## src/rtl/acc_requant_pkg.sv

```systemverilog
// Shared widths, pipeline structs and the bias/round/ReLU/saturate arithmetic for the MAC output stage.
// The math is split into two helpers so the pipeline can register between the shift and the clamp.
package requant_pkg;

  localparam int ACC_WIDTH   = 32;
  localparam int OUT_WIDTH   = 8;
  localparam int SHIFT_WIDTH = 5;
  localparam int DEPTH       = 8;
  localparam int CNT_WIDTH   = $clog2(DEPTH) + 1;
  localparam int SUM_WIDTH   = ACC_WIDTH + 1;
  localparam int RND_WIDTH   = ACC_WIDTH + 2;
  localparam int OUT_MAX     = 127;
  localparam int OUT_MIN     = -128;

  typedef logic signed [SUM_WIDTH-1:0] sum_t;
  typedef logic signed [RND_WIDTH-1:0] rnd_t;
  typedef logic signed [OUT_WIDTH-1:0] out_t;

  typedef struct packed {
    sum_t                   sum;
    logic [SHIFT_WIDTH-1:0] shift;
    logic                   relu;
  } s1_t;

  typedef struct packed {
    out_t value;
    logic sat;
  } sat_t;

  // Adding half an LSB before the arithmetic shift rounds ties toward +inf.
  function automatic rnd_t round_shift(input sum_t sum, input logic [SHIFT_WIDTH-1:0] shift);
    rnd_t r;
    rnd_t half;
    r    = rnd_t'(sum);
    half = rnd_t'(1) << (shift - 1'b1);
    if (shift != '0) begin
      r = (r + half) >>> shift;
    end
    return r;
  endfunction

  function automatic sat_t clamp_relu(input rnd_t r, input logic relu);
    sat_t res;
    rnd_t v;
    v = (relu && r[RND_WIDTH-1]) ? '0 : r;
    if (v > rnd_t'(OUT_MAX)) begin
      res.value = out_t'(OUT_MAX);
      res.sat   = 1'b1;
    end else if (v < rnd_t'(OUT_MIN)) begin
      res.value = out_t'(OUT_MIN);
      res.sat   = 1'b1;
    end else begin
      res.value = v[OUT_WIDTH-1:0];
      res.sat   = 1'b0;
    end
    return res;
  endfunction

  function automatic sat_t sat_round(input sum_t sum, input logic [SHIFT_WIDTH-1:0] shift,
                                     input logic relu);
    return clamp_relu(round_shift(sum, shift), relu);
  endfunction

endpackage

```

## src/rtl/acc_requant_if.sv

```systemverilog
// Accumulator-in / int8-out stream bundle: pulse-with-credit on the input side, valid/ready on the output side.
interface acc_requant_if;
  import requant_pkg::*;

  logic                   acc_valid;
  logic [ACC_WIDTH-1:0]   acc;
  logic [ACC_WIDTH-1:0]   bias;
  logic [SHIFT_WIDTH-1:0] shift;
  logic                   relu_en;
  logic                   acc_ready;
  logic                   out_valid;
  logic [OUT_WIDTH-1:0]   out_data;
  logic                   out_ready;

  modport master (
    output acc_valid, acc, bias, shift, relu_en, out_ready,
    input  acc_ready, out_valid, out_data
  );

  modport slave (
    input  acc_valid, acc, bias, shift, relu_en, out_ready,
    output acc_ready, out_valid, out_data
  );

endinterface

```

## src/rtl/acc_requant_req_fifo.sv

```systemverilog
// Synchronous DEPTH x WIDTH FIFO, head read from registers, no fall-through (push visible next cycle).
// Pop is ignored when empty; push must be credit-guarded by the caller; clear beats push/pop.
module req_fifo #(
  parameter int DEPTH = 8,
  parameter int WIDTH = 8
) (
  input  logic                     clk_i,
  input  logic                     rstn_i,
  input  logic                     clear_i,
  input  logic                     push_i,
  input  logic [WIDTH-1:0]         data_i,
  input  logic                     pop_i,
  output logic                     valid_o,
  output logic [WIDTH-1:0]         data_o,
  output logic [$clog2(DEPTH):0]   count_o
);

  localparam int AW = $clog2(DEPTH);
  localparam int CW = AW + 1;

  logic [WIDTH-1:0] mem_q [DEPTH];
  logic [WIDTH-1:0] mem_d [DEPTH];
  logic [AW-1:0]    wr_q, wr_d, rd_q, rd_d;
  logic [CW-1:0]    cnt_q, cnt_d;
  logic             vld_q, vld_d;
  logic             do_pop;

  always_comb begin
    mem_d  = mem_q;
    wr_d   = wr_q;
    rd_d   = rd_q;
    cnt_d  = cnt_q;
    do_pop = pop_i & vld_q;
    if (clear_i) begin
      wr_d  = '0;
      rd_d  = '0;
      cnt_d = '0;
    end else begin
      if (push_i) begin
        mem_d[wr_q] = data_i;
        wr_d        = wr_q + 1'b1;
      end
      if (do_pop) begin
        rd_d = rd_q + 1'b1;
      end
      cnt_d = cnt_q + CW'(push_i) - CW'(do_pop);
    end
    vld_d = (cnt_d != '0);
  end

  always_ff @(posedge clk_i or negedge rstn_i) begin
    if (!rstn_i) begin
      for (int i = 0; i < DEPTH; i++) begin
        mem_q[i] <= '0;
      end
      wr_q  <= '0;
      rd_q  <= '0;
      cnt_q <= '0;
      vld_q <= 1'b0;
    end else begin
      mem_q <= mem_d;
      wr_q  <= wr_d;
      rd_q  <= rd_d;
      cnt_q <= cnt_d;
      vld_q <= vld_d;
    end
  end

  assign valid_o = vld_q;
  assign data_o  = mem_q[rd_q];
  assign count_o = cnt_q;

endmodule

```

## src/rtl/acc_requant.sv

```systemverilog
// MAC output stage: bias add (S1), rounding shift (S2), ReLU/saturate into an 8-deep FIFO; 3 cycles pulse-to-output.
// Input side is credit-based (acc_ready_o counts FIFO plus in-flight); pulses seen without credit are dropped and flagged.
module acc_requant
  import requant_pkg::*;
(
  input  logic                 clk_i,
  input  logic                 rstn_i,
  input  logic                 clear_i,
  acc_requant_if.slave         bus,
  output logic [CNT_WIDTH-1:0] count_o,
  output logic                 sat_o,
  output logic                 drop_o
);

  localparam int CW1 = CNT_WIDTH + 1;

  s1_t            s1_d, s1_q;
  logic           s1_vld_d, s1_vld_q;
  rnd_t           rnd_d, rnd_q;
  logic           relu2_d, relu2_q;
  logic           s2_vld_d, s2_vld_q;
  logic           sat_d, sat_q;
  logic           drop_d, drop_q;
  logic [CW1-1:0] credit;
  logic           accept;
  logic           push;
  logic           pop;
  sat_t           s3;

  // Anything already in S1/S2 is guaranteed a FIFO slot, so it counts against the credit.
  assign credit        = {1'b0, count_o} + CW1'(s1_vld_q) + CW1'(s2_vld_q);
  assign bus.acc_ready = rstn_i & (credit < CW1'(DEPTH));
  assign pop           = bus.out_valid & bus.out_ready;

  always_comb begin
    accept   = bus.acc_valid & bus.acc_ready & ~clear_i;
    s1_vld_d = accept;
    s1_d     = s1_q;
    if (accept) begin
      s1_d.sum   = sum_t'($signed(bus.acc)) + sum_t'($signed(bus.bias));
      s1_d.shift = bus.shift;
      s1_d.relu  = bus.relu_en;
    end
    s2_vld_d = s1_vld_q & ~clear_i;
    rnd_d    = round_shift(s1_q.sum, s1_q.shift);
    relu2_d  = s1_q.relu;
    push     = s2_vld_q & ~clear_i;
    s3       = clamp_relu(rnd_q, relu2_q);
    sat_d    = clear_i ? 1'b0 : (sat_q | (push & s3.sat));
    drop_d   = clear_i ? 1'b0 : (drop_q | (bus.acc_valid & ~bus.acc_ready));
  end

  always_ff @(posedge clk_i or negedge rstn_i) begin
    if (!rstn_i) begin
      s1_q     <= '0;
      s1_vld_q <= 1'b0;
      rnd_q    <= '0;
      relu2_q  <= 1'b0;
      s2_vld_q <= 1'b0;
      sat_q    <= 1'b0;
      drop_q   <= 1'b0;
    end else begin
      s1_q     <= s1_d;
      s1_vld_q <= s1_vld_d;
      rnd_q    <= rnd_d;
      relu2_q  <= relu2_d;
      s2_vld_q <= s2_vld_d;
      sat_q    <= sat_d;
      drop_q   <= drop_d;
    end
  end

  req_fifo #(
    .DEPTH (DEPTH),
    .WIDTH (OUT_WIDTH)
  ) u_fifo (
    .clk_i   (clk_i),
    .rstn_i  (rstn_i),
    .clear_i (clear_i),
    .push_i  (push),
    .data_i  (s3.value),
    .pop_i   (pop),
    .valid_o (bus.out_valid),
    .data_o  (bus.out_data),
    .count_o (count_o)
  );

  assign sat_o  = sat_q;
  assign drop_o = drop_q;

endmodule

```

## src/flat_wrapper.sv

```systemverilog
// flat-port wrapper written by rule: the top's interface ports become plain ports
module acc_requant_flat import requant_pkg::*;
  (clk_i, rstn_i, clear_i, count_o, sat_o, drop_o, bus_acc_valid, bus_acc, bus_bias, bus_shift, bus_relu_en, bus_out_ready, bus_acc_ready, bus_out_valid, bus_out_data);
  acc_requant_if bus_i ();
  input  logic clk_i;
  input  logic rstn_i;
  input  logic clear_i;
  output logic [CNT_WIDTH-1:0] count_o;
  output logic sat_o;
  output logic drop_o;
  input wire logic [$bits(bus_i.acc_valid)-1:0] bus_acc_valid;
  input wire logic [$bits(bus_i.acc)-1:0] bus_acc;
  input wire logic [$bits(bus_i.bias)-1:0] bus_bias;
  input wire logic [$bits(bus_i.shift)-1:0] bus_shift;
  input wire logic [$bits(bus_i.relu_en)-1:0] bus_relu_en;
  input wire logic [$bits(bus_i.out_ready)-1:0] bus_out_ready;
  output wire logic [$bits(bus_i.acc_ready)-1:0] bus_acc_ready;
  output wire logic [$bits(bus_i.out_valid)-1:0] bus_out_valid;
  output wire logic [$bits(bus_i.out_data)-1:0] bus_out_data;
  assign bus_i.acc_valid = bus_acc_valid;
  assign bus_i.acc = bus_acc;
  assign bus_i.bias = bus_bias;
  assign bus_i.shift = bus_shift;
  assign bus_i.relu_en = bus_relu_en;
  assign bus_i.out_ready = bus_out_ready;
  assign bus_acc_ready = bus_i.acc_ready;
  assign bus_out_valid = bus_i.out_valid;
  assign bus_out_data = bus_i.out_data;
  acc_requant u_core (.clk_i(clk_i), .rstn_i(rstn_i), .clear_i(clear_i), .bus(bus_i), .count_o(count_o), .sat_o(sat_o), .drop_o(drop_o));
endmodule
```

## config.mk

```make
export PLATFORM = sky130hd
export DESIGN_NAME = acc_requant_flat
export DESIGN_NICKNAME = d
export VERILOG_FILES = /design/src/rtl/acc_requant_pkg.sv /design/src/rtl/acc_requant_if.sv /design/src/rtl/acc_requant_req_fifo.sv /design/src/rtl/acc_requant.sv /design/src/flat_wrapper.sv
export SDC_FILE = /design/constraint.sdc
export NUM_CORES = 1
export LEC_CHECK = 0
export BUFFER_PORTS_ARGS = -buffer_cell sky130_fd_sc_hd__buf_2
export CORE_UTILIZATION = 40
export CTS_BUF_LIST = sky130_fd_sc_hd__clkbuf_8
export CTS_CLUSTER_DIAMETER = 80
export DETAILED_ROUTE_END_ITERATION = 8
export PLACE_DENSITY_LB_ADDON = 0.1
export SYNTH_ARGS = -nofsm -noshare
export SYNTH_HDL_FRONTEND = slang
export SYNTH_SLANG_ARGS = --single-unit
```

## constraint.sdc

```tcl
create_clock -name clk_i -period 5.81 [get_ports clk_i]
set_input_delay 0.581 -clock clk_i [delete_from_list [all_inputs] [get_ports clk_i]]
set_output_delay 0.581 -clock clk_i [all_outputs]
set_load 0.05 [all_outputs]
```

# Word level (Yosys, flattened, before mapping)
# Cells that the tools add are included.
op_classes:
  addsub: 9
  mul: 0
  n_div: 0
  n_lt_le_gt_ge: 6
  n_eq_ne: 0
  shifts: 2
  n_mux: 17
  bitwise: 15
  reduce_logical: 7
ops:
  columns: ["op", "n"]
  rows:
  - ["two-way mux 34 bit", 2]
  - ["bitwise mux 64 bit", 1]
  - ["adder 33 x 34 -> 34 bit", 1]
  - ["> comparator 34 x 8 -> 1 bit, second input constant", 1]
  - ["less-than comparator 34 x 8 -> 1 bit, second input constant", 1]
  - ["<< shifter 1 x 5 -> 34 bit, first input constant", 1]
  - [">>> shifter 34 x 5 -> 34 bit", 1]
  - ["adder 32 x 32 -> 33 bit", 1]
  - ["binary-select mux 8 bit (select 3 bit)", 1]
  - ["demux 8 bit (select 3 bit)", 1]
  - ["two-way mux 8 bit", 3]
  - ["two-way mux 9 bit", 2]
  - ["two-way mux 3 bit", 4]
  - ["bitwise AND 1 bit", 9]
  - ["greater-or-equal comparator 4 bit, second input constant", 2]
  - ["NOT 3 -> 4 bit", 2]
  - ["adder 3 x 1 -> 3 bit, second input constant", 2]
  - ["adder 4 x 1 -> 5 bit", 1]
  - ["adder 5 x 1 -> 5 bit", 1]
  - ["less-than comparator 5 x 4 -> 1 bit, second input constant", 1]
  - ["nonzero test 5 bit", 1]
  - ["subtractor 5 x 1 -> 5 bit, second input constant", 1]
  - ["adder 4 x 1 -> 4 bit", 1]
  - ["less-than comparator 4 x 1 -> 1 bit, second input constant", 1]
  - ["9 further kinds", 14]
totals:
  ff_bits: 153
  latchBits: 0
  ramBits: 0
  romBits: 0
  input_bits: 75
  out_inout_bits: 16
  wordCells: 77
  memories: 0

# Logic depth before layout (Yosys ltp)
# Gate-level depths: netlist of run 1.
logic_depth:
  ltp_word: 8
  depth_mapped: 19
  mapped_depth_nobuf: 15

# By module
# Synthesis of run 1 repeated with hierarchy kept, for this count alone.
unflattened:
  hier_cells: 1475
  hier_area_um2: 12876.1
modules_own_cells:
  columns: ["mod", "n_inst", "cells_per_inst", "area_per_inst_um2", "seq_area_each_um2"]
  rows:
  - ["acc_requant", 1, 1247, 9361.5, 1951.9]
  - ["req_fifo", 1, 228, 3514.6, 1876.8]

# Worst setup path after synthesis of run 1
# Ideal clock, no wire load.
synth_path:
  path_type: "reg2reg"
  startpoint: "register u_core.s1_q[3] (netlist name)"
  endpoint: "register u_core.rnd_q[9]"
  setup_time_ns: 0.138
  arrival_ns: 4.420
  required_ns: 5.672
  setup_slack_ns: 1.252
  path_stages_with_launch: 19
  n_path_buf: 5
  synth_period_minus_slack_ns: 4.558
  path_cell_list: "dfrtp_1 clkbuf_1 clkbuf_1 buf_2 clkbuf_1 buf_1 nand2_1 nor2_1 ha_1 and2_1 o21a_1 a22oi_2 a31oi_2 a2111oi_2 o41a_1 nand4_1 o31ai_4 mux2i_1 mux4_2"
synth_via:
  elab_chain_len: 5
  elab_cells_between_ends: 6
  cone_classes: "2 x add/sub; 2 x shift; 1 x mux; 1 x reduce/logical"
synth_lines:
  columns: ["item", "line_no", "rtl"]
  rows:
  - ["start, declared", "acc_requant.sv:17", "s1_t s1_d, s1_q;"]
  - ["start signal, assigned", "acc_requant.sv:55", "s1_q <= '0;"]
  - ["start signal, assigned", "acc_requant.sv:63", "s1_q <= s1_d;"]
  - ["subtractor 5 x 1 -> 5 bit", "acc_requant_pkg.sv:35", "half = rnd_t'(1) << (shift - 1'b1);"]
  - ["<< shifter 1 x 5 -> 34 bit", "acc_requant_pkg.sv:35", null]
  - ["adder 33 x 34 -> 34 bit", "acc_requant_pkg.sv:37", "r = (r + half) >>> shift;"]
  - [">>> shifter 34 x 5 -> 34 bit", "acc_requant_pkg.sv:37", null]
  - ["two-way mux 34 bit (*)", "acc_requant_pkg.sv:36", "if (shift != '0) begin"]
  - ["net u_core.rnd_d[9]", "acc_requant.sv:19", "rnd_t rnd_d, rnd_q;"]
  - ["end signal, assigned", "acc_requant.sv:65", "rnd_q <= rnd_d;"]
  - ["end, declared", "acc_requant.sv:19", null]
# Mark *: on every way through the listed nets, which the timed path passes. The rest lies on a longest branch.
# A chain may end at the register's enable or synchronous reset.

# Final worst setup path of run 1
layout_path:
  startpoint: "register u_core.s1_q[4] (netlist name)"
  endpoint: "register u_core.rnd_q[17]"
# The elaborated chain is that of the path after synthesis.

==> results of run 1 <==
==> logic make-up after synthesis <==
logic type	count (synthesis)	synth area share
buf+inv	110	0.0335
fa+ha+maj	76	0.0760
simple gates	537	0.192
xor+xnor	60	0.0410
mux	67	0.0836
compound gates	517	0.275
flops	153	0.299
==> worst max-delay path: cells and delay by family, from the launching register on <==
kind	cells	cell delay, ps
simple gates	3	490
flops	1	680
compound gates	5	1680
buf+inv	1	300
mux	3	1070
xor+xnor	1	130
fa+ha+maj	2	690
==> routing by layer <==
| metal | wire length [microns] | vias to the layer above | track usage |
|---|---|---|---|
| met5 | 0 | - | 0 |
| met4 | 1160 | 0 | 0.0963 |
| met3 | 2630 | 81 | 0.0383 |
| met2 | 19600 | 497 | 0.427 |
| met1 | 18600 | 5793 | 0.343 |
| li1 | - | 5819 | - |
==> report_power, final <==
part           switching [mW]  internal (mW)  total (mW)
Combinational            2.30           1.33        3.63
Sequential              0.310           1.34        1.65
Clock                   0.450          0.391       0.841
==> synthesized netlist by cell type, types with 6 or more instances <==
| cell | count | area, sq um |
|---|---|---|
| nand3_1 | 32 | 160 |
| nand2_1 | 184 | 691 |
| ha_1 | 73 | 913 |
| mux2i_1 | 17 | 170 |
| and3_1 | 8 | 50.1 |
| nand3b_1 | 6 | 45.0 |
| a31oi_1 | 18 | 113 |
| xor2_1 | 29 | 254 |
| buf_2 | 10 | 50.1 |
| nand2b_1 | 25 | 156 |
| clkbuf_1 | 61 | 229 |
| a21o_1 | 27 | 203 |
| a21boi_1 | 9 | 67.6 |
| mux4_2 | 30 | 676 |
| mux2_2 | 20 | 225 |
| a211oi_1 | 37 | 278 |
| nor4_1 | 18 | 113 |
| a211o_1 | 10 | 87.6 |
| buf_1 | 15 | 56.3 |
| inv_1 | 21 | 78.8 |
| o22ai_1 | 8 | 50.1 |
| nor3_1 | 45 | 225 |
| xnor2_1 | 31 | 272 |
| nor2b_1 | 10 | 62.6 |
| dfrtp_1 | 153 | 3830 |
| o21ai_0 | 112 | 561 |
| o21bai_1 | 7 | 52.6 |
| nand4_1 | 17 | 106 |
| o211ai_1 | 21 | 158 |
| a21oi_1 | 125 | 626 |
| and2_1 | 13 | 81.3 |
| nor2_1 | 154 | 578 |
| a32oi_1 | 6 | 52.6 |
| a221oi_1 | 10 | 87.6 |
| o21a_1 | 13 | 97.6 |
| o21ai_1 | 11 | 55.1 |
| o31ai_1 | 14 | 105 |
==> layout make-up <==
| type | instances | area [sq um] | area share |
|---|---|---|---|
| Clock buffer | 21 | 289 | 0.0204 |
| Multi-Input combinational cell | 1257 | 8550 | 0.605 |
| Sequential cell | 153 | 3830 | 0.271 |
| Timing Repair Buffer | 131 | 764 | 0.0541 |
| Tap cell | 402 | 503 | 0.0356 |
| Inverter | 23 | 86.3 | 0.00611 |
| Antenna cell | 1 | 2.50 | 0.000177 |
| Clock inverter | 10 | 109 | 0.00770 |
==> registers in the layout, summed over array words and instances (netlist names), 3 cells and up <==
register / flops
u_core.s1_q: 38
u_core.u_fifo.count_o: 4
u_core.rnd_q: 34
u_core.u_fifo.rd_q: 3
u_core.u_fifo.wr_q: 3
u_core.u_fifo.mem_q: 64
==> worst max path at each step <==
stage	start	end	slack, ps	depth (start not counted)
after CTS	u_core.s1_q[4]	u_core.rnd_q[17]	850	15
after detailed placement	u_core.s1_q[4]	u_core.rnd_q[17]	900	15
after global routing	u_core.s1_q[4]	u_core.rnd_q[17]	470	15
after global placement	u_core.s1_q[4]	u_core.rnd_q[17]	870	15
after floorplan	u_core.s1_q[3]	u_core.rnd_q[9]	1250	18
final	u_core.s1_q[4]	u_core.rnd_q[17]	660	15
==> run_results.csv, run 1 <==
group,metric,value,unit
status,outcome,"finished clean",
die,die_y,181,microns
die,fp.dieW,181,microns
sta,max_freq,194,MHz
placed_design,place.gp.congestion,0.963,
finish,fillers,3179,
power_and_ir_drop,power,6.11,mW
setup_path,crit_chain,"inv_1 > nand2_1 > nor3_1 > ha_1 > fa_1 > a211oi_2 > o21a_4 > a211o_2 > nand3_1 > o31ai_2 > xor2_1 > mux4_2 > mux2i_1 > mux2i_1 > a221oi_2",
run,drv_cap,0,
sta,setup_ws,659,ps
setup_path,r2r_cells,15,
sta,clock_skew,23.9,ps
synthesis,avgSynthCellArea,8.43,sq um
synthesis,ys.flop_type,"dfrtp_1",
placed_design,placed_area,13700,sq um
routing,drtIter0Drc,1233,
synthesis,synth-seq-area-share,0.299,
routing,routed_via_density,6.10,
setup_path,max_stage_delay,680,ps
clocking,post_cts_buffers,0,
sta,tightest_slew,1100,ps
global_routing,grtUsageTotal,0.259,
sta,fin_setup_tns,0,ps
clocking,root_buffer,"clkbuf_8",
sta,hold_viol_final,0,
clocking,clk_pin_slew_worst_paths,100,ps
clocking,clockBufferDepth,2,
clocking,cts_num_sinks,153,
die,die_area,32700,sq um
clocking,numCtsBuffers,17,
synthesis,syn_area,12800,sq um
placed_design,dpl.hpwl,32200,microns
finish,final_cell_mix,"nand2_1 (184), nor2_1 (154), dfrtp_1 (152)",
die,coreArea,31600,sq um
setup_path,worstSetupPathType,"reg -> reg",
sta,period_needed,5150,ps
die,io_pins,91,
clocking,cts_tree,"built",
finish,final_area,14100,sq um
die,start_util,0.406,
finish,layout_commonest_cell,"nand2_1",
clocking,insertion_delay,490,ps
setup_path,slowest_stage,"dfrtp_1",
die,num_rows,65,
finish,drive_gt1_frac,0.156,
routing,drc,0,
setup_path,cpMostUsedCell,"mux2i_1",
synthesis,async_reset_ff_frac,1.00,
sta,relSlewSlack,0.266,
clocking,cts_resized,0,
global_routing,grt-ovfl-total,0,
placed_design,place_ws,896,ps
sta,rsz0062_at_grt,"false",
power_and_ir_drop,ir_drop,185,uV
setup_path,crit_required,6190,ps
synthesis,ys_warn_count,0,
global_routing,grt_max_degree,82,
clocking,cts_hold_buffers,0,
sta,slew_violations,0,
global_routing,first_global_vias,11700,
synthesis,synth-edff-count,0,
synthesis,netlist_instances,1520,
finish,syn_to_final_growth,10.4,%
sta,hold_ws,113,ps
routing,detail_route.wl_per_cell,21.0,microns
placed_design,io_buffers,90,
setup_path,cp_max_fo,13,
power_and_ir_drop,p_per_area,432,nW/um^2
synthesis,ys_ff_latch,153,
setup_path,worstSetupStartpointType,"flop",
global_routing,grt_antenna_before_repair,1,
routing,drt_pass1_iterations,6,
synthesis,synth_cell_types,99,
power_and_ir_drop,p_leak,6.12,nW
clocking,ctsHtreeMaxLevel,4,
routing,vias,12200,
finish,finalNonFillerCells,1998,
synthesis,synth_fp_nets,1671,
finish,fin_util,0.448,
routing,ant_nets,0,
setup_path,arrival,5530,ps
sta,setup_viol,0,
sta,finalCritPeriodShare,0.887,
setup_path,end_kind,"flop",
placed_design,dpl.cell_count,1966,
routing,wl,42000,microns
global_routing,grt_first_pass_wirelength,66200,microns
setup_path,rr_startpoint,"u_core.s1_q[4]",
setup_path,r2r_slack,660,ps
finish,nets,1734,
hold_path,hold_path_class,"in -> async",
setup_path,reg2reg_to,"u_core.rnd_q[17]",
Note: power is estimated with default switching activity, not from simulation.
==> run 2: changes to the inputs <==
--- a/config.mk
+++ b/config.mk
@@ -6,7 +6,7 @@
 export NUM_CORES = 1
 export LEC_CHECK = 0
 export BUFFER_PORTS_ARGS = -buffer_cell sky130_fd_sc_hd__buf_2
-export CORE_UTILIZATION = 40
+export CORE_UTILIZATION = 60
 export CTS_BUF_LIST = sky130_fd_sc_hd__clkbuf_8
 export CTS_CLUSTER_DIAMETER = 80
 export DETAILED_ROUTE_END_ITERATION = 8
==> run_results.csv, run 2 (synthesis results as in run 1) <==
group,metric,value,unit
finish,num_antenna_cells,0,
routing,drtIter0Drc,1151,
finish,reg_top3,"u_core.u_fifo.mem_q: 64 flops, u_core.s1_q: 38 flops, u_core.rnd_q: 34 flops",
power_and_ir_drop,ir_drop,202,uV
finish,layout_commonest_cell,"nand2_1",
clocking,clockBufferDepth,2,
clocking,cts_resized,0,
setup_path,crit_chain,"inv_2 > nand2_1 > nor3_1 > ha_1 > fa_1 > a211oi_2 > o21a_4 > a211o_2 > nand3_1 > o31ai_2 > xor2_1 > mux4_2 > mux2i_1 > mux2i_1 > a221oi_2",
global_routing,grt_antenna_before_repair,0,
sta,hold_viol_final,0,
power_and_ir_drop,internal_power,2.98,mW
setup_path,crit_required,6180,ps
setup_path,worstSetupPathType,"reg -> reg",
finish,syn_to_final_growth,8.30,%
power_and_ir_drop,power,6.01,mW
placed_design,place.gp.congestion,1.02,
global_routing,grt-ovfl-total,0,
clocking,root_buffer,"clkbuf_8",
clocking,clk_pin_slew_worst_paths,90,ps
power_and_ir_drop,p_per_area,433,nW/um^2
status,outcome,"finished, violations left",
power_and_ir_drop,sequentialPowerShare,0.277,
clocking,ctsHtreeMaxLevel,4,
run,drv_cap,0,
placed_design,dpl.cell_count,1829,
setup_path,arrival,5350,ps
routing,vias,12400,
die,fp.dieW,148,microns
status,violations,"DRC",
sta,setup_viol,0,
setup_path,r2r_slack,830,ps
global_routing,grt_first_pass_wirelength,62100,microns
clocking,post_cts_buffers,0,
clocking,numCtsBuffers,17,
routing,detail_route.wl_per_cell,21.3,microns
global_routing,grt_max_degree,85,
setup_path,slowest_stage,"dfrtp_2",
setup_path,end_kind,"flop",
setup_path,reg2reg_to,"u_core.rnd_q[17]",
setup_path,cp_max_fo,34,
sta,relSlewSlack,0.153,
hold_path,hold_path_class,"in -> async",
sta,hold_ws,111,ps
die,die_y,148,microns
die,start_util,0.611,
setup_path,cpMostUsedCell,"mux2i_1",
power_and_ir_drop,netSwitchingFraction,0.504,
finish,nets,1724,
power_and_ir_drop,power_frac_comb,0.588,
power_and_ir_drop,pwr-share-clk,0.135,
die,io_pins,91,
setup_path,max_stage_delay,810,ps
setup_path,worstSetupStartpointType,"flop",
sta,rsz0062_at_grt,"false",
sta,tightest_slew,1270,ps
routing,ant_nets,0,
global_routing,first_global_vias,11700,
finish,top_register,"u_core.u_fifo.mem_q",
sta,period_needed,4980,ps
routing,wl,39600,microns
placed_design,io_buffers,90,
power_and_ir_drop,switchingPower,3.03,mW
sta,finalCritPeriodShare,0.857,
clocking,insertion_delay,470,ps
finish,final_cell_mix,"nand2_1 (184), nor2_1 (154), dfrtp_1 (152)",
sta,slew_violations,0,
power_and_ir_drop,p_leak,6.07,nW
finish,finalNonFillerCells,1860,
clocking,cts_num_sinks,153,
finish,final_area,13900,sq um
clocking,cts_tree,"built",
routing,routed_via_density,6.67,
sta,max_freq,201,MHz
die,die_area,21900,sq um
setup_path,rr_startpoint,"u_core.s1_q[3]",
placed_design,dpl.hpwl,30500,microns
global_routing,grtUsageTotal,0.365,
finish,drive_gt1_frac,0.151,
sta,fin_setup_tns,0,ps
setup_path,r2r_cells,15,
clocking,cts_hold_buffers,0,
die,num_rows,53,
routing,drc,1,
routing,drt_pass1_iterations,8,
placed_design,placed_area,13500,sq um
die,coreArea,21000,sq um
finish,largest_reg_flops,64,
sta,clock_skew,20.5,ps
==> run 2: changes by cell type in the layout (fill, tap and decap cells not counted) <==
cell / change
buf_4: -10
inv_6: +4
clkinv_2: +2
diode_2: -1
clkinv_4: -1
clkinvlp_4: -1
clkbuf_8: -4
==> run 2: routing by layer <==
| metal | track usage | up-vias | routed length (microns) |
|---|---|---|---|
| met5 | 0 | - | 0 |
| met3 | 0.0494 | 126 | 2750 |
| met2 | 0.618 | 597 | 19100 |
| met1 | 0.466 | 5882 | 16100 |
| met4 | 0.163 | 0 | 1600 |
| li1 | - | 5808 | - |
==> run 2: worst max path at each step <==
stage	from	to	slack, ps	cells after the start
after global routing	u_core.s1_q[5]	u_core.rnd_q[18]	550	16
final	u_core.s1_q[3]	u_core.rnd_q[17]	830	15
after global placement	u_core.s1_q[3]	u_core.rnd_q[31]	1030	15
after detailed placement	u_core.s1_q[3]	u_core.rnd_q[6]	970	15
after floorplan	u_core.s1_q[3]	u_core.rnd_q[9]	1250	18
after CTS	u_core.s1_q[3]	u_core.rnd_q[6]	950	15
==> run 2: worst max-delay path: cells and delay by family, from the launching register on <==
| kind | cells | cell delay, ps |
|---|---|---|
| AO/OA/AOI/OAI | 5 | 1530 |
| XOR/XNOR | 1 | 130 |
| multiplexers | 3 | 960 |
| AND/OR/NAND/NOR | 3 | 660 |
| buffers and inverters | 1 | 90 |
| adder cells (fa/ha/maj) | 2 | 700 |
| flip-flops | 1 | 810 |
==> run 2: cell type report <==
cell class	instances	area, sq um
fill	1793	7080
timing repair buffer	121	689
inverter	23	86.3
multi-input combinational	1257	8550
tap	275	344
clock inverter	14	138
clock buffer	17	234
sequential	153	3830
==> run 2: power by group through the flow <==
stage | Sequential (mW) | Combinational [mW] | Clock (mW)
after floorplan | 1.54 | 2.54 | 0
final | 1.67 | 3.53 | 0.810
after global routing | 1.69 | 3.78 | 0.853
after global placement | 1.67 | 3.40 | 0
after detailed placement | 1.67 | 3.42 | 0
after CTS | 1.65 | 3.44 | 0.820
==> run 2: per-stage QoR <==
step | worst slack [ps] | utilization
finish | 829 | 0.662
global route | 554 | 0.662
CTS | 952 | 0.662
detailed placement | 972 | 0.644
global placement | 1030 | 0.644
floorplan | 1250 | -
==> run 3: changes to the inputs <==
--- a/config.mk
+++ b/config.mk
@@ -6,7 +6,8 @@
 export NUM_CORES = 1
 export LEC_CHECK = 0
 export BUFFER_PORTS_ARGS = -buffer_cell sky130_fd_sc_hd__buf_2
-export CORE_UTILIZATION = 60
+export CORE_MARGIN = 2
+export CORE_UTILIZATION = 55
 export CTS_BUF_LIST = sky130_fd_sc_hd__clkbuf_8
 export CTS_CLUSTER_DIAMETER = 80
 export DETAILED_ROUTE_END_ITERATION = 8
==> run_results.csv, run 3 (synthesis results as in run 1) <==
group,metric,value,unit
power_and_ir_drop,ir_drop,207,uV
setup_path,crit_required,6150,ps
finish,drive_gt1_frac,0.156,
clocking,cts_tree,"built",
finish,fillers,2010,
global_routing,grt_antenna_before_repair,0,
finish,reg_top3,"u_core.u_fifo.mem_q: 64 flops, u_core.s1_q: 38 flops, u_core.rnd_q: 34 flops",
routing,drt_pass1_iterations,8,
global_routing,grtUsageTotal,0.351,
clocking,root_buffer,"clkbuf_8",
setup_path,arrival,5430,ps
routing,drc,1,
clocking,cts_resized,0,
setup_path,cp_max_fo,11,
sta,fin_setup_tns,0,ps
sta,setup_ws,715,ps
power_and_ir_drop,power,6.19,mW
clocking,cts_hold_buffers,0,
power_and_ir_drop,netSwitchingFraction,0.515,
global_routing,grtUsageMet1,0.475,
finish,num_antenna_cells,0,
clocking,cts_num_sinks,153,
setup_path,worstSetupStartpointType,"flop",
sta,rsz0062_at_grt,"false",
global_routing,grt_busiest_layer,"met2",
sta,tightest_slew,1050,ps
power_and_ir_drop,p_leak,6.13,nW
sta,clock_skew,26.1,ps
finish,top_register,"u_core.u_fifo.mem_q",
placed_design,dpl.hpwl,32800,microns
power_and_ir_drop,internal_power,3.00,mW
power_and_ir_drop,power_frac_comb,0.594,
die,die_y,157,microns
setup_path,end_kind,"flop",
status,violations,"DRC",
sta,period_needed,5100,ps
routing,wl,42200,microns
sta,hold_ws,105,ps
sta,relSlewSlack,0.299,
sta,finalCritPeriodShare,0.877,
die,fp.dieW,157,microns
power_and_ir_drop,switchingPower,3.19,mW
power_and_ir_drop,pwr-share-clk,0.142,
power_and_ir_drop,p_per_area,441,nW/um^2
placed_design,io_buffers,90,
global_routing,first_global_vias,11900,
setup_path,r2r_slack,710,ps
clocking,clockBufferDepth,2,
sta,setup_viol,0,
clocking,clk_pin_slew_worst_paths,110,ps
die,coreArea,22800,sq um
placed_design,place.gp.congestion,1.09,
setup_path,r2r_cells,14,
finish,largest_reg_flops,64,
clocking,insertion_delay,480,ps
clocking,post_cts_buffers,0,
global_routing,grt_max_degree,83,
routing,routed_via_density,6.58,
die,num_rows,55,
power_and_ir_drop,sequentialPowerShare,0.264,
global_routing,grt-ovfl-total,0,
finish,final_cell_mix,"nand2_1 (184), nor2_1 (154), dfrtp_1 (152)",
routing,detail_route.wl_per_cell,22.1,microns
clocking,ctsHtreeMaxLevel,4,
run,drv_cap,0,
clocking,numCtsBuffers,17,
routing,vias,12600,
finish,layout_commonest_cell,"nand2_1",
sta,max_freq,196,MHz
die,die_area,24500,sq um
sta,hold_viol_final,0,
routing,ant_nets,0,
global_routing,met2_usage,0.554,
global_routing,grt_use_met3,0.0709,
global_routing,grt_first_pass_wirelength,66000,microns
finish,syn_to_final_growth,9.64,%
routing,drtIter0Drc,1307,
die,start_util,0.562,
status,outcome,"finished, violations left",
finish,nets,1733,
setup_path,worstSetupPathType,"reg -> reg",
sta,slew_violations,0,
placed_design,place_ws,969,ps
hold_path,hold_path_class,"in -> async",
finish,fin_util,0.617,
die,io_pins,91,
[run 3: changes by cell type in the layout (fill, tap and decap cells not counted), sizes merged]
cell      previous run  this run
clkinvlp             1         0
buf                121       130
clkinv               5         9
inv                 30        29
bufinv               1         0
[run 3: layer usage]
layer | vias up | part of all wire
met5 | - | 0
met4 | 0 | 0.043
met1 | 5978 | 0.43
li1 | 5816 | -
met3 | 129 | 0.083
met2 | 636 | 0.45
[run 3: area by class of cell]
type | instances | area, sq um | area share
clock inverter | 15 | 194 | 0.0138
multi-input combinational | 1257 | 8550 | 0.609
inverter | 23 | 86.3 | 0.00615
tap | 313 | 392 | 0.0279
sequential | 153 | 3830 | 0.273
timing repair buffer | 130 | 757 | 0.0539
clock buffer | 17 | 234 | 0.0167
[run 3: power groups by stage]
| stage | Sequential (mW) | Combinational [mW] | Clock (mW) |
|---|---|---|---|
| floorplan | 1.54 | 2.54 | 0 |
| global placement | 1.64 | 3.55 | 0 |
| detailed placement | 1.64 | 3.56 | 0 |
| CTS | 1.62 | 3.57 | 0.893 |
| global route | 1.65 | 3.94 | 0.940 |
| finish | 1.63 | 3.68 | 0.878 |
[run 3: critical path, stage by stage, from the launching register on]
cell and delay [ps]:
dfrtp_1 500, inv_1 250, nand2_1 390, nor3_1 420
ha_1 330, a211oi_2 280, o21ai_1 240, a21oi_4 340
nor3_1 140, o32ai_2 350, mux2_2 410, nand3_1 100
a21boi_1 430, mux2i_1 230, mux4_2 530
[run 3: through the flow]
| stage | cells | cell area (sq um) |
|---|---|---|
| detailed placement | 1876 | 13600 |
| floorplan | 1520 | 12800 |
| global placement | 1876 | 13600 |
| global route | 1908 | 14000 |
| finish | 1908 | 14000 |
| CTS | 1908 | 14000 |
[run 3: worst paths after layout]
check | startpoint | end
worst min register to register | u_core.relu2_d | u_core.relu2_q
max in group asynchronous | rstn_i | u_core.u_fifo.mem_q[43]
worst max register to register | u_core.s1_q[1] | u_core.rnd_q[9]
worst max-delay path | u_core.s1_q[1] | u_core.rnd_q[9]
worst min-delay path | rstn_i | u_core.u_fifo.count_o[1]
min in group clk_i | bus_relu_en | u_core.relu2_d
